==> src/rtl/timer_pkg.sv <==
// Shared definitions for the button sequencer: run-state encoding, default timing
// constants for 100 MHz hardware and shortened values for simulation.
package timer_pkg;

    typedef enum logic [1:0] {
        ST_IDLE = 2'd0,
        ST_RUN  = 2'd1,
        ST_DONE = 2'd2
    } state_t;

    localparam int DEF_DEBOUNCE_CYCLES = 32'd1_000_000;
    localparam int DEF_REPEAT_DELAY    = 32'd50_000_000;
    localparam int DEF_REPEAT_RATE     = 32'd10_000_000;

    localparam int SIM_DEBOUNCE_CYCLES = 32'd4;
    localparam int SIM_REPEAT_DELAY    = 32'd10;
    localparam int SIM_REPEAT_RATE     = 32'd3;

    function automatic int max_int(input int a, input int b);
        return (a > b) ? a : b;
    endfunction

endpackage

==> src/rtl/btn_debounce.sv <==
// One button input path: two-flop synchroniser, stable-count debouncer and a
// registered press pulse raised together with the debounced level.
module btn_debounce
    import timer_pkg::*;
#(
    parameter int DEBOUNCE_CYCLES = DEF_DEBOUNCE_CYCLES
) (
    input  logic clk,
    input  logic reset,
    input  logic btn_raw,
    output logic level,
    output logic press
);

    localparam int CW = $clog2(DEBOUNCE_CYCLES + 1);
    localparam logic [CW-1:0] CNT_LAST = CW'(DEBOUNCE_CYCLES - 1);

    logic          sync1_r;
    logic          sync2_r;
    logic          level_r;
    logic          press_r;
    logic [CW-1:0] cnt_r;

    // Synchronise, count consecutive disagreeing samples, flip the level and flag a rise.
    always_ff @(posedge clk) begin
        if (reset) begin
            sync1_r <= 1'b0;
            sync2_r <= 1'b0;
            level_r <= 1'b0;
            press_r <= 1'b0;
            cnt_r   <= '0;
        end else begin
            sync1_r <= btn_raw;
            sync2_r <= sync1_r;
            press_r <= 1'b0;
            if (sync2_r == level_r) begin
                cnt_r <= '0;
            end else if (cnt_r >= CNT_LAST) begin
                level_r <= sync2_r;
                press_r <= sync2_r;
                cnt_r   <= '0;
            end else begin
                cnt_r <= cnt_r + CW'(1);
            end
        end
    end

    assign level = level_r;
    assign press = press_r;

endmodule

==> src/rtl/timer_ctrl.sv <==
// Button sequencer for the countdown timer: debounced presses become one-cycle
// commands, set buttons auto-repeat while held in IDLE, and IDLE/RUN/DONE is tracked here.
module timer_ctrl
    import timer_pkg::*;
#(
    parameter int DEBOUNCE_CYCLES = DEF_DEBOUNCE_CYCLES,
    parameter int REPEAT_DELAY    = DEF_REPEAT_DELAY,
    parameter int REPEAT_RATE     = DEF_REPEAT_RATE
) (
    input  logic clk_100MHz,
    input  logic reset,
    input  logic btn_start_stop,
    input  logic btn_set_min,
    input  logic btn_set_sec,
    input  logic timer_done,
    input  logic timer_zero,
    output logic start_stop_pulse,
    output logic set_min_pulse,
    output logic set_sec_pulse,
    output logic running,
    output logic alarm_clear
);

    localparam int RW = $clog2(max_int(REPEAT_DELAY, REPEAT_RATE) + 1);
    localparam logic [RW-1:0] DELAY_LAST = RW'(REPEAT_DELAY - 1);
    localparam logic [RW-1:0] RATE_LAST  = RW'(REPEAT_RATE - 1);
    localparam logic [RW-1:0] RCNT_MAX   = {RW{1'b1}};

    logic start_level_unused_s;
    logic start_press_s;
    logic min_level_s;
    logic min_press_s;
    logic sec_level_s;
    logic sec_press_s;

    btn_debounce #(.DEBOUNCE_CYCLES(DEBOUNCE_CYCLES)) u_btn_start (
        .clk(clk_100MHz), .reset(reset), .btn_raw(btn_start_stop),
        .level(start_level_unused_s), .press(start_press_s)
    );
    btn_debounce #(.DEBOUNCE_CYCLES(DEBOUNCE_CYCLES)) u_btn_min (
        .clk(clk_100MHz), .reset(reset), .btn_raw(btn_set_min),
        .level(min_level_s), .press(min_press_s)
    );
    btn_debounce #(.DEBOUNCE_CYCLES(DEBOUNCE_CYCLES)) u_btn_sec (
        .clk(clk_100MHz), .reset(reset), .btn_raw(btn_set_sec),
        .level(sec_level_s), .press(sec_press_s)
    );

    state_t        state_r;
    logic          start_stop_r;
    logic          set_min_r;
    logic          set_sec_r;
    logic          running_r;
    logic          alarm_clear_r;
    logic [RW-1:0] min_cnt_r;
    logic [RW-1:0] sec_cnt_r;
    logic          min_fast_r;
    logic          sec_fast_r;

    logic idle_s;
    logic go_run_s;
    logic sec_owner_s;
    logic min_fire_s;
    logic sec_fire_s;

    // set_min owns auto-repeat whenever it is held; set_sec only repeats on its own.
    assign idle_s      = (state_r == ST_IDLE);
    assign go_run_s    = start_press_s & ~timer_zero;
    assign sec_owner_s = sec_level_s & ~min_level_s;
    assign min_fire_s  = idle_s & min_level_s & ~min_press_s &
                         (min_cnt_r == (min_fast_r ? RATE_LAST : DELAY_LAST));
    assign sec_fire_s  = idle_s & sec_owner_s & ~sec_press_s &
                         (sec_cnt_r == (sec_fast_r ? RATE_LAST : DELAY_LAST));

    // Run-state FSM with prioritised command pulses and hold-to-repeat counters.
    always_ff @(posedge clk_100MHz) begin
        if (reset) begin
            state_r       <= ST_IDLE;
            start_stop_r  <= 1'b0;
            set_min_r     <= 1'b0;
            set_sec_r     <= 1'b0;
            running_r     <= 1'b0;
            alarm_clear_r <= 1'b0;
            min_cnt_r     <= '0;
            sec_cnt_r     <= '0;
            min_fast_r    <= 1'b0;
            sec_fast_r    <= 1'b0;
        end else begin
            start_stop_r  <= 1'b0;
            set_min_r     <= 1'b0;
            set_sec_r     <= 1'b0;
            alarm_clear_r <= 1'b0;
            min_cnt_r     <= '0;
            sec_cnt_r     <= '0;
            min_fast_r    <= 1'b0;
            sec_fast_r    <= 1'b0;
            case (state_r)
                ST_IDLE: begin
                    running_r <= 1'b0;
                    // A fresh press or a fire restarts the count; release or leaving IDLE clears it.
                    if (!go_run_s) begin
                        if (min_fire_s) begin
                            min_fast_r <= 1'b1;
                        end else if (min_level_s && !min_press_s) begin
                            min_fast_r <= min_fast_r;
                            min_cnt_r  <= (min_cnt_r == RCNT_MAX) ? min_cnt_r : min_cnt_r + RW'(1);
                        end
                        if (sec_fire_s) begin
                            sec_fast_r <= 1'b1;
                        end else if (sec_owner_s && !sec_press_s) begin
                            sec_fast_r <= sec_fast_r;
                            sec_cnt_r  <= (sec_cnt_r == RCNT_MAX) ? sec_cnt_r : sec_cnt_r + RW'(1);
                        end
                    end
                    if (start_press_s) begin
                        if (go_run_s) begin
                            start_stop_r <= 1'b1;
                            running_r    <= 1'b1;
                            state_r      <= ST_RUN;
                        end else begin
                            state_r <= ST_IDLE;
                        end
                    end else if (min_press_s || min_fire_s) begin
                        set_min_r <= 1'b1;
                    end else if (sec_press_s || sec_fire_s) begin
                        set_sec_r <= 1'b1;
                    end else begin
                        state_r <= ST_IDLE;
                    end
                end
                ST_RUN: begin
                    if (timer_done) begin
                        running_r <= 1'b0;
                        state_r   <= ST_DONE;
                    end else if (start_press_s) begin
                        start_stop_r <= 1'b1;
                        running_r    <= 1'b0;
                        state_r      <= ST_IDLE;
                    end else begin
                        running_r <= 1'b1;
                    end
                end
                ST_DONE: begin
                    running_r <= 1'b0;
                    if (start_press_s || min_press_s || sec_press_s) begin
                        alarm_clear_r <= 1'b1;
                        state_r       <= ST_IDLE;
                    end else if (!timer_done) begin
                        state_r <= ST_IDLE;
                    end else begin
                        state_r <= ST_DONE;
                    end
                end
                default: begin
                    running_r <= 1'b0;
                    state_r   <= ST_IDLE;
                end
            endcase
        end
    end

    assign start_stop_pulse = start_stop_r;
    assign set_min_pulse    = set_min_r;
    assign set_sec_pulse    = set_sec_r;
    assign running          = running_r;
    assign alarm_clear      = alarm_clear_r;

endmodule

==> config.mk <==
export PLATFORM = sky130hd
export DESIGN_NAME = timer_ctrl
export DESIGN_NICKNAME = d
export VERILOG_FILES = /design/src/rtl/timer_pkg.sv /design/src/rtl/btn_debounce.sv /design/src/rtl/timer_ctrl.sv
export SDC_FILE = /design/constraint.sdc
export NUM_CORES = 1
export LEC_CHECK = 0
export CORE_ASPECT_RATIO = 1.2
export CORE_MARGIN = 10
export CORE_UTILIZATION = 50
export DETAILED_ROUTE_END_ITERATION = 8
export GPL_TIMING_DRIVEN = 0
export PLACE_DENSITY = 0.67
export SLEW_MARGIN = 20
export SYNTH_ARGS = -nofsm -noshare
export SYNTH_HDL_FRONTEND = slang
export SYNTH_SLANG_ARGS = --single-unit
==> constraint.sdc <==
create_clock -name clk_100MHz -period 2.9 [get_ports clk_100MHz]
set_input_delay 0.29 -clock clk_100MHz [delete_from_list [all_inputs] [get_ports clk_100MHz]]
set_output_delay 0.29 -clock clk_100MHz [all_outputs]
set_load 0.02 [all_outputs]
== Yosys cells after proc, flatten, opt, wreduce, memory -nomap -nowiden ==
Cells that the tools add are included.

* Reductions and logical operators: 25
* Equal/unequal tests: 14
* Magnitude comparators: 3
* Add/subtract/negate cells: 5
* Bitwise gates (word level): 22
* Multiplexer cells: 26

{| class="wikitable"
|+ Operator list
! cell !! count
|-
| $add A20 B1 Y20 const B || 3
|-
| $ge A20 B20 Y1 const B || 3
|-
| $add A26 B1 Y26 const B || 2
|-
| $eq A26 B26 Y1 || 2
|-
| $eq A26 B26 Y1 const B || 2
|-
| $mux W26 || 2
|-
| $reduce_or A3 Y1 || 8
|-
| $mux W1 || 14
|-
| $mux W2 || 7
|-
| $not A1 Y1 || 14
|-
| $reduce_or A5 Y1 || 2
|-
| $ne A3 B2 Y1 const B || 3
|-
| $and A1 B1 Y1 || 8
|-
| $pmux W2 S3 || 1
|-
| $reduce_and A2 Y1 || 3
|-
| $logic_or A1 B1 Y1 || 4
|-
| $ne A2 B2 Y1 const B || 2
|-
| $pmux W1 S2 || 2
|-
| $reduce_or A4 Y1 || 1
|-
| $eq A1 B1 Y1 || 3
|-
| $reduce_and A3 Y1 || 1
|-
| $eq A2 B1 Y1 const B || 1
|-
| $eq A2 B2 Y1 const B || 1
|-
| $logic_and A1 B1 Y1 || 2
|-
| other kinds (3) || 4
|}

* Output and inout port bits: 5
* Flip-flop bits (word level): 133
* Logic and storage cells: 120
* Input bits: 7

== Depth between registers and ports, before layout ==
Gate-level depths: netlist of the first run.

* Word-level depth: 10
* Gate-level depth with buffers: 8
* Gate-level depth less buffers: 6

== Cells and area by module ==
Synthesis of the first run repeated with hierarchy kept, for this count alone.

* Cell total of the unflattened synthesis: 733
* Area, all modules: 6357.3 µm²

{| class="wikitable"
|+ Modules (own cells, without submodules)
! module !! cells an instance !! area an instance (µm²) !! seq. area each (µm²) !! times used
|-
| timer_ctrl || 379 || 3204.3 || 1221.2 || 1
|-
| btn_debounce || 118 || 1051.0 || 480.5 || 3
|}

== Worst setup path after synthesis of the first run ==
Ideal clock, no wire load.

* Kind: register to register
* Start: register sec_cnt_r[13]
* End: register sec_cnt_r[10]
* Stages on the path, launching flop included: 8
* Path slack: 0.763 ns
* Setup time: 0.116 ns
* Required time: 2.784 ns
* Arrival: 2.022 ns
* Clock period less this slack: 2.137 ns
* Path buffers: 2
* Cells stage by stage: dfxtp_1 -> or4_1 -> or3_4 -> a2111oi_4 -> nand2b_1 -> buf_6 -> buf_12 -> nor2_1

* Word-level cells in the longest chain between the ends: 3
* Elaborated cells between the ends (all ways): 4
* Those cells by class: 2 x eq/ne; 1 x bitwise; 1 x reduce/logical

{| class="wikitable"
|+ Ends and longest elaborated chain
! what !! RTL line !! RTL
|-
| from (decl) || timer_ctrl.sv:56 || <nowiki>logic [RW-1:0] sec_cnt_r;</nowiki>
|-
| from (signal assigned) || timer_ctrl.sv:112 || <nowiki>sec_cnt_r <= (sec_cnt_r == RCNT_MAX) ? sec_cnt_r : sec_cnt_r + RW'(1);</nowiki>
|-
| $eq A26 B26 Y1 || timer_ctrl.sv:73 || <nowiki>(sec_cnt_r == (sec_fast_r ? RATE_LAST : DELAY_LAST));</nowiki>
|-
| $and A1 B1 Y1 || timer_ctrl.sv:72 || <nowiki>assign sec_fire_s = idle_s & sec_owner_s & ~sec_press_s &</nowiki>
|-
| $reduce_or A5 Y1 (no line) || n/a ||
|}

Parallel ways exist; a longest one is shown, timed or not.
A chain may end at the register's enable or synchronous reset.

== Worst setup path in the final report of the first run ==
* Start: register min_cnt_r[17]
* End: register min_cnt_r[20]

* Word-level cells in the longest chain between the ends: 3
* Elaborated cells between the ends (all ways): 5
* Those cells by class: 1 x add/sub; 2 x eq/ne; 1 x bitwise; 1 x reduce/logical

{| class="wikitable"
|+ Ends and longest elaborated chain
! what !! RTL line !! RTL
|-
| from (decl) || timer_ctrl.sv:55 || <nowiki>logic [RW-1:0] min_cnt_r;</nowiki>
|-
| from (signal assigned) || timer_ctrl.sv:106 || <nowiki>min_cnt_r <= (min_cnt_r == RCNT_MAX) ? min_cnt_r : min_cnt_r + RW'(1);</nowiki>
|-
| parallel branches: the longest is 3 deep, another holds $add A26 B1 Y26 || n/a ||
|}

Several ways; the timed one is not identified.

==> impl_metrics.toml, run 1 <==
[setup_path]
cp_slowest_cell = "a2111oi_2"
cp.required_ns = 3.20
max_stage_delay_ns = 0.48
cp_max_fo = 10
startpoint_type = "register"
reg2reg_slack_ns = 0.48
r2r_cells = 7
crit_chain = "nand4_1, or3_1, a2111oi_2, or4_1, buf_2, buf_2, nor2_1"
reg2reg_to = "min_cnt_r[20]$_SDFFE_PP0P_"
critPathKind = "reg -> reg"
arrival_ns = 2.72
end_kind = "register"
crit_top_cell = "buf_2"
r2r-start = "min_cnt_r[17]$_SDFFE_PP0P_"

[min_path]
hp-class = "reg -> reg"
holdPathEnd = "u_btn_min.sync2_r$_SDFF_PP0_"
min_path_cells = 1
hp-start = "u_btn_min.sync1_r$_SDFF_PP0_"

[yosys]
syn-num-nets = 712
synth_edf_count = 0
syn_area_um2 = 6120
yosys.area_share.adder_pct = 1.02
async_flop_share_pct = 0
synth_compound_area_share_pct = 7.48
synth-xor-area-share_pct = 12.0
synth_seq_cells = 133
synth_top_family_by_area = "simple AND/OR/NAND/NOR gates"
ys.flop_type = "dfxtp_1"
netlist_top_cells_count = "dfxtp_1 (133), nor2_1 (112), nand2_1 (51)"
ys_seq_area_share_pct = 43.5
yosysTopAreaCell = "dfxtp_1"
synth_simple_gate_area_share_pct = 31.8
synth_area_leaders = "dfxtp_1 (44%), nor2_1 (6.9%), xnor2_1 (6.0%)"
synth.avg_cell_area_um2 = 8.74
synth_cells = 700
synth_most_common_cell = "dfxtp_1"
muxShareOfSynthArea_pct = 1.31
yosysUniqueCellTypes = 50
synth_top_area_share_pct = 43.5
yosys_warnings = 0

[sta]
final-setup-viol-count = 0
fmax_mhz = 413
relSlewSlack_pct = 34.5
clock_skew_ns = 0.00668
finalHoldViolCount = 0
drv_slew = 0
tns_ns = 0
final.setup.worst_slack_ns = 0.479
rsz0062_at_grt = "no"
post-route-period-util_pct = 83.5
period_needed_ns = 2.42
tightest_slew_ns = 0.975

[status]
status = "finished, final reports clean"

[global_routing]
grt_start_max_net_pins = 17
track_usage_pct = 15.5
grt_pass1_vias = 4869
grt_pass1_wl_mm = 22.2
antenna_found_initial = 0
grt_overflow = 0

[power]
power_density_nw_per_um2 = 565
power.leakage_uw = 0.00218
ir_worst_vdd_mv = 0.423

[clock_network]
clock_latency_ns = 0.42
cts_tree = "built"
post_cts_buffers = 0
cts_sinks = 133
cts_htree_levels = 4
ctsResizeCount = 0
cts_buffers = 17
postCtsHoldBufs = 0
root_buffer = "clkbuf_16"
clk_path_buf_depth = 2
path_clk_slew_ns = 0.06

[place]
numPortBuffers = 11
placed_cells = 872
place_area_um2 = 6440
place_ws_ns = 0.317
place_congestion = 0.849
dpl.hpwl_mm = 8.84

[routing]
wl_met2_mm = 6.24
routed_wl_mm = 12.6
dr_wl_met3_um = 474
firstDrtPassIters = 5
ant_nets = 0
wl_per_cell_um = 13.9
drt_iter0_drc = 275
drc = 0
top_layer = "met4"
num_vias = 5030
vias_per_cell = 5.56
wl_met1_mm = 5.75

[layout]
syn2layout_area_growth_pct = 15.0
stdcell_count = 904
drive_above_1_share_pct = 7.00
n_antenna_cell = 0
nets = 742
finalInstanceArea_um2 = 7040

[floorplanning]
fp-row-count = 44
core-area_um2 = 12100
die_area_um2 = 17100
io_pins = 12
die_x_um = 121
die_h_um = 141
start_util_pct = 50.7

[flow_run]
maxCapViolations = 0
-- worst max-delay path by stage --
stage | from | endpoint | slack, ns | cells past startpoint
after floorplan | sec_cnt_r[13]$_SDFFE_PP0P_ | sec_cnt_r[10]$_SDFFE_PP0P_ | 0.76 | 7
after global placement | sec_cnt_r[12]$_SDFFE_PP0P_ | sec_cnt_r[2]$_SDFFE_PP0P_ | 0.30 | 6
after detailed placement | u_btn_min.cnt_r[0]$_SDFF_PP0_ | u_btn_min.cnt_r[11]$_SDFF_PP0_ | 0.32 | 7
after global routing | min_cnt_r[17]$_SDFFE_PP0P_ | min_cnt_r[14]$_SDFFE_PP0P_ | 0.32 | 7
after CTS | u_btn_min.cnt_r[0]$_SDFF_PP0_ | u_btn_min.cnt_r[11]$_SDFF_PP0_ | 0.27 | 7
final | min_cnt_r[17]$_SDFFE_PP0P_ | min_cnt_r[20]$_SDFFE_PP0P_ | 0.48 | 7
-- placed cells by master, fill, tap and decap left out, types with 16 or more instances in the layout --
cell       count
dfxtp_1      133
clkbuf_16     17
nor3_1        29
and4_1        16
and3_1        17
xnor2_1       42
nand4_1       33
nand3_1       36
xor2_1        42
nor2_1       112
a21oi_1       28
nand2_1       51
-- cells by family (layout without fill, tap and decap cells) --
group | Yosys count | count (layout)
xor gates and xnor gates | 84 | 84
and+or+nand+nor | 369 | 369
AOI/OAI and AO/OA | 70 | 70
buffers and inverters | 31 | 74
muxes | 8 | 8
DFF | 133 | 133
adders and majority gates | 5 | 5
-- stage by stage --
stage	total power (uW)	hold slack, ns	utilization, %
detailed placement	1910	0.429	53.4
finish	3970	0.443	58.4
floorplan	1890	0.414	-
global placement	1910	0.418	53.3
CTS	4020	0.434	58.3
global route	4100	0.449	58.4
-- power by group --
group / switching (uW) / internal (uW)
sequential: 2.82 / 1830
clock: 759 / 1350
combinational: 17.7 / 14.9
total: 780 / 3200
-- flip-flops by register name (all words and copies together), names as in the netlist, 2 cells and up --
register and cells:
u_btn_start.cnt_r 20, min_cnt_r 26, u_btn_min.cnt_r 20, sec_cnt_r 26, state_r 2, u_btn_sec.cnt_r 20
-- area by class of cell --
class | instances | area [um^2]
fill | 1066 | 5020
buffer | 24 | 146
sequential | 133 | 2660
tap | 161 | 201
multi-input combinational | 536 | 3300
inverter | 7 | 26.3
timing repair buffer | 11 | 110
clock buffer | 23 | 488
clock inverter | 9 | 100
-- critical path: cells and delay by family (launching register included) --
| family | cells | cell delay, ns |
|---|---|---|
| DFF | 1 | 0.45 |
| buffers and inverters | 2 | 0.47 |
| AOI/OAI and AO/OA | 1 | 0.48 |
| and+or+nand+nor | 4 | 0.89 |
-- layer usage --
metal  global-route usage, %  vias up
li1                        -     2554
met1                    18.1     2382
met2                    26.0       83
met3                    4.12       11
met4                    6.68        0
met5                       0        -
No activity file was read; power rests on OpenSTA's default activity.
==> run 2: changes to the inputs <==
==> constraint.sdc (replaced) <==
create_clock -name clk_100MHz -period 2.4 [get_ports clk_100MHz]
set_input_delay 0.24 -clock clk_100MHz [delete_from_list [all_inputs] [get_ports clk_100MHz]]
set_output_delay 0.24 -clock clk_100MHz [all_outputs]
set_load 0.02 [all_outputs]
==> run 2 against run 1 <==
Utilization grew 0.39 points. Die area is the same. Via count grew 2.0%. Non-clock buffer count grew 1. Cell count grew 0.11%. Routed wire length grew 1.1%. Largest cell class unchanged.
==> impl_metrics.toml, run 2 (synthesis gave the netlist of run 1 again) <==
[place]
placed_cells = 872
place_congestion = 0.849
dpl.hpwl_mm = 8.84
place_ws_ns = -0.183
numPortBuffers = 11

[sta]
post-route-period-util_pct = 94.7
drv_slew = 0
tightest_slew_ns = 0.963
relSlewSlack_pct = 35.3
clock_skew_ns = 0.00729
finalHoldViolCount = 0
final-setup-viol-count = 0
final.setup.worst_slack_ns = 0.126
rsz0062_at_grt = "no"
period_needed_ns = 2.27
fmax_mhz = 440

[setup_path]
arrival_ns = 2.58
cp_max_fo = 10
cp.required_ns = 2.71
max_stage_delay_ns = 0.44
crit_buf_inv = 2
startpoint_type = "register"
crit_chain = "nand4_1, or3_1, a2111oi_4, or4_1, buf_2, clkbuf_4, nor2_1"
cp_slowest_cell = "or3_1"
critPathKind = "reg -> reg"
end_kind = "register"
path_delay_family = "simple AND/OR/NAND/NOR gates"

[power]
power_density_nw_per_um2 = 678
ir_worst_vdd_mv = 0.511
power.leakage_uw = 0.00219

[layout]
stdcell_count = 905
final_common_cell = "dfxtp_1"
syn2layout_area_growth_pct = 15.8
multi_input_area_um2 = 3330
nets = 743
regArea_um2 = 2660
drive_above_1_share_pct = 7.66
fillers = 1054
final_cell_mix = "dfxtp_1 (132), nor2_1 (112), nand2_1 (51), xnor2_1 (42), xor2_1 (42)"
n_antenna_cell = 0
reg_top3 = "min_cnt_r: 26 flops, sec_cnt_r: 26 flops"

[routing]
wl_per_cell_um = 14.1
ant_nets = 0
firstDrtPassIters = 7
num_vias = 5131
vias_per_cell = 5.67
routed_wl_mm = 12.7
drt_iter0_drc = 260
drc = 0

[clock_network]
clock_latency_ns = 0.42
clk_path_buf_depth = 2
cts_buffers = 17
cts_sinks = 133
root_buffer = "clkbuf_16"
cts_tree = "built"
path_clk_slew_ns = 0.06
cts_htree_levels = 4

[global_routing]
track_usage_pct = 15.6
grt_pass1_wl_mm = 22.3
grt_overflow = 0
grt_pass1_vias = 4886
grt_start_max_net_pins = 17
antenna_found_initial = 0

[min_path]
hp-class = "in -> reg"

[floorplanning]
die_x_um = 121
fp-row-count = 44
start_util_pct = 50.7
die_h_um = 141
core-area_um2 = 12100
die_area_um2 = 17100
io_pins = 12

[flow_run]
maxCapViolations = 0

[status]
status = "finished, final reports clean"
-- run 2: routing by layer --
| metal | track usage, % | wire length [um] |
|---|---|---|
| met1 | 18.2 | 5720 |
| met2 | 26.0 | 6170 |
| met3 | 4.16 | 546 |
| met4 | 6.87 | 292 |
| met5 | 0 | 0 |
-- run 2: final cells by class --
cell class / count / share of cell area [%]
Multi-Input combinational cell: 536 / 47.1
Sequential cell: 133 / 37.6
Clock buffer: 23 / 6.89
Tap cell: 161 / 2.84
Buffer: 24 / 2.14
Timing Repair Buffer: 12 / 1.66
Clock inverter: 9 / 1.41
Inverter: 7 / 0.371
-- run 2: stage by stage --
| stage | hold WS, ns | power [uW] | instance area (um^2) | TNS [ns] | utilization (%) |
|---|---|---|---|---|---|
| final | 0.400 | 4800 | 7080 | 0 | 58.7 |
| after global routing | 0.399 | 4960 | 7080 | 0 | 58.7 |
| after CTS | 0.384 | 4860 | 7040 | 0 | 58.4 |
| after detailed placement | 0.429 | 2310 | 6440 | -1.51 | 53.4 |
| after global placement | 0.418 | 2300 | 6430 | -2.75 | 53.3 |
| after floorplan | 0.368 | 2290 | 6120 | 0 | - |
-- run 2: power by group --
| group | total [uW] | internal [uW] | switching, uW |
|---|---|---|---|
| logic | 39.7 | 18.2 | 21.5 |
| clock network | 2550 | 1630 | 918 |
| registers | 2220 | 2220 | 3.41 |
| total | 4800 | 3860 | 943 |
-- run 2: path summary, 6_finish.rpt --
kind	from	end	slack, ns	cells past startpoint
hold / removal	btn_set_sec	u_btn_sec.sync1_r$_SDFF_PP0_	0.40	2
hold reg to reg	u_btn_min.sync1_r$_SDFF_PP0_	u_btn_min.sync2_r$_SDFF_PP0_	0.44	1
setup reg to reg	min_cnt_r[21]$_SDFFE_PP0P_	min_cnt_r[20]$_SDFFE_PP0P_	0.13	7
setup / recovery	min_cnt_r[21]$_SDFFE_PP0P_	min_cnt_r[20]$_SDFFE_PP0P_	0.13	7
-- run 2: repair_timing --
action                     4_1_cts  5_1_grt
setup endpoints to repair       13       54
resized for setup                2        7
hold buffers                     0        0
setup buffers                    0        1
pin swaps                        0        3
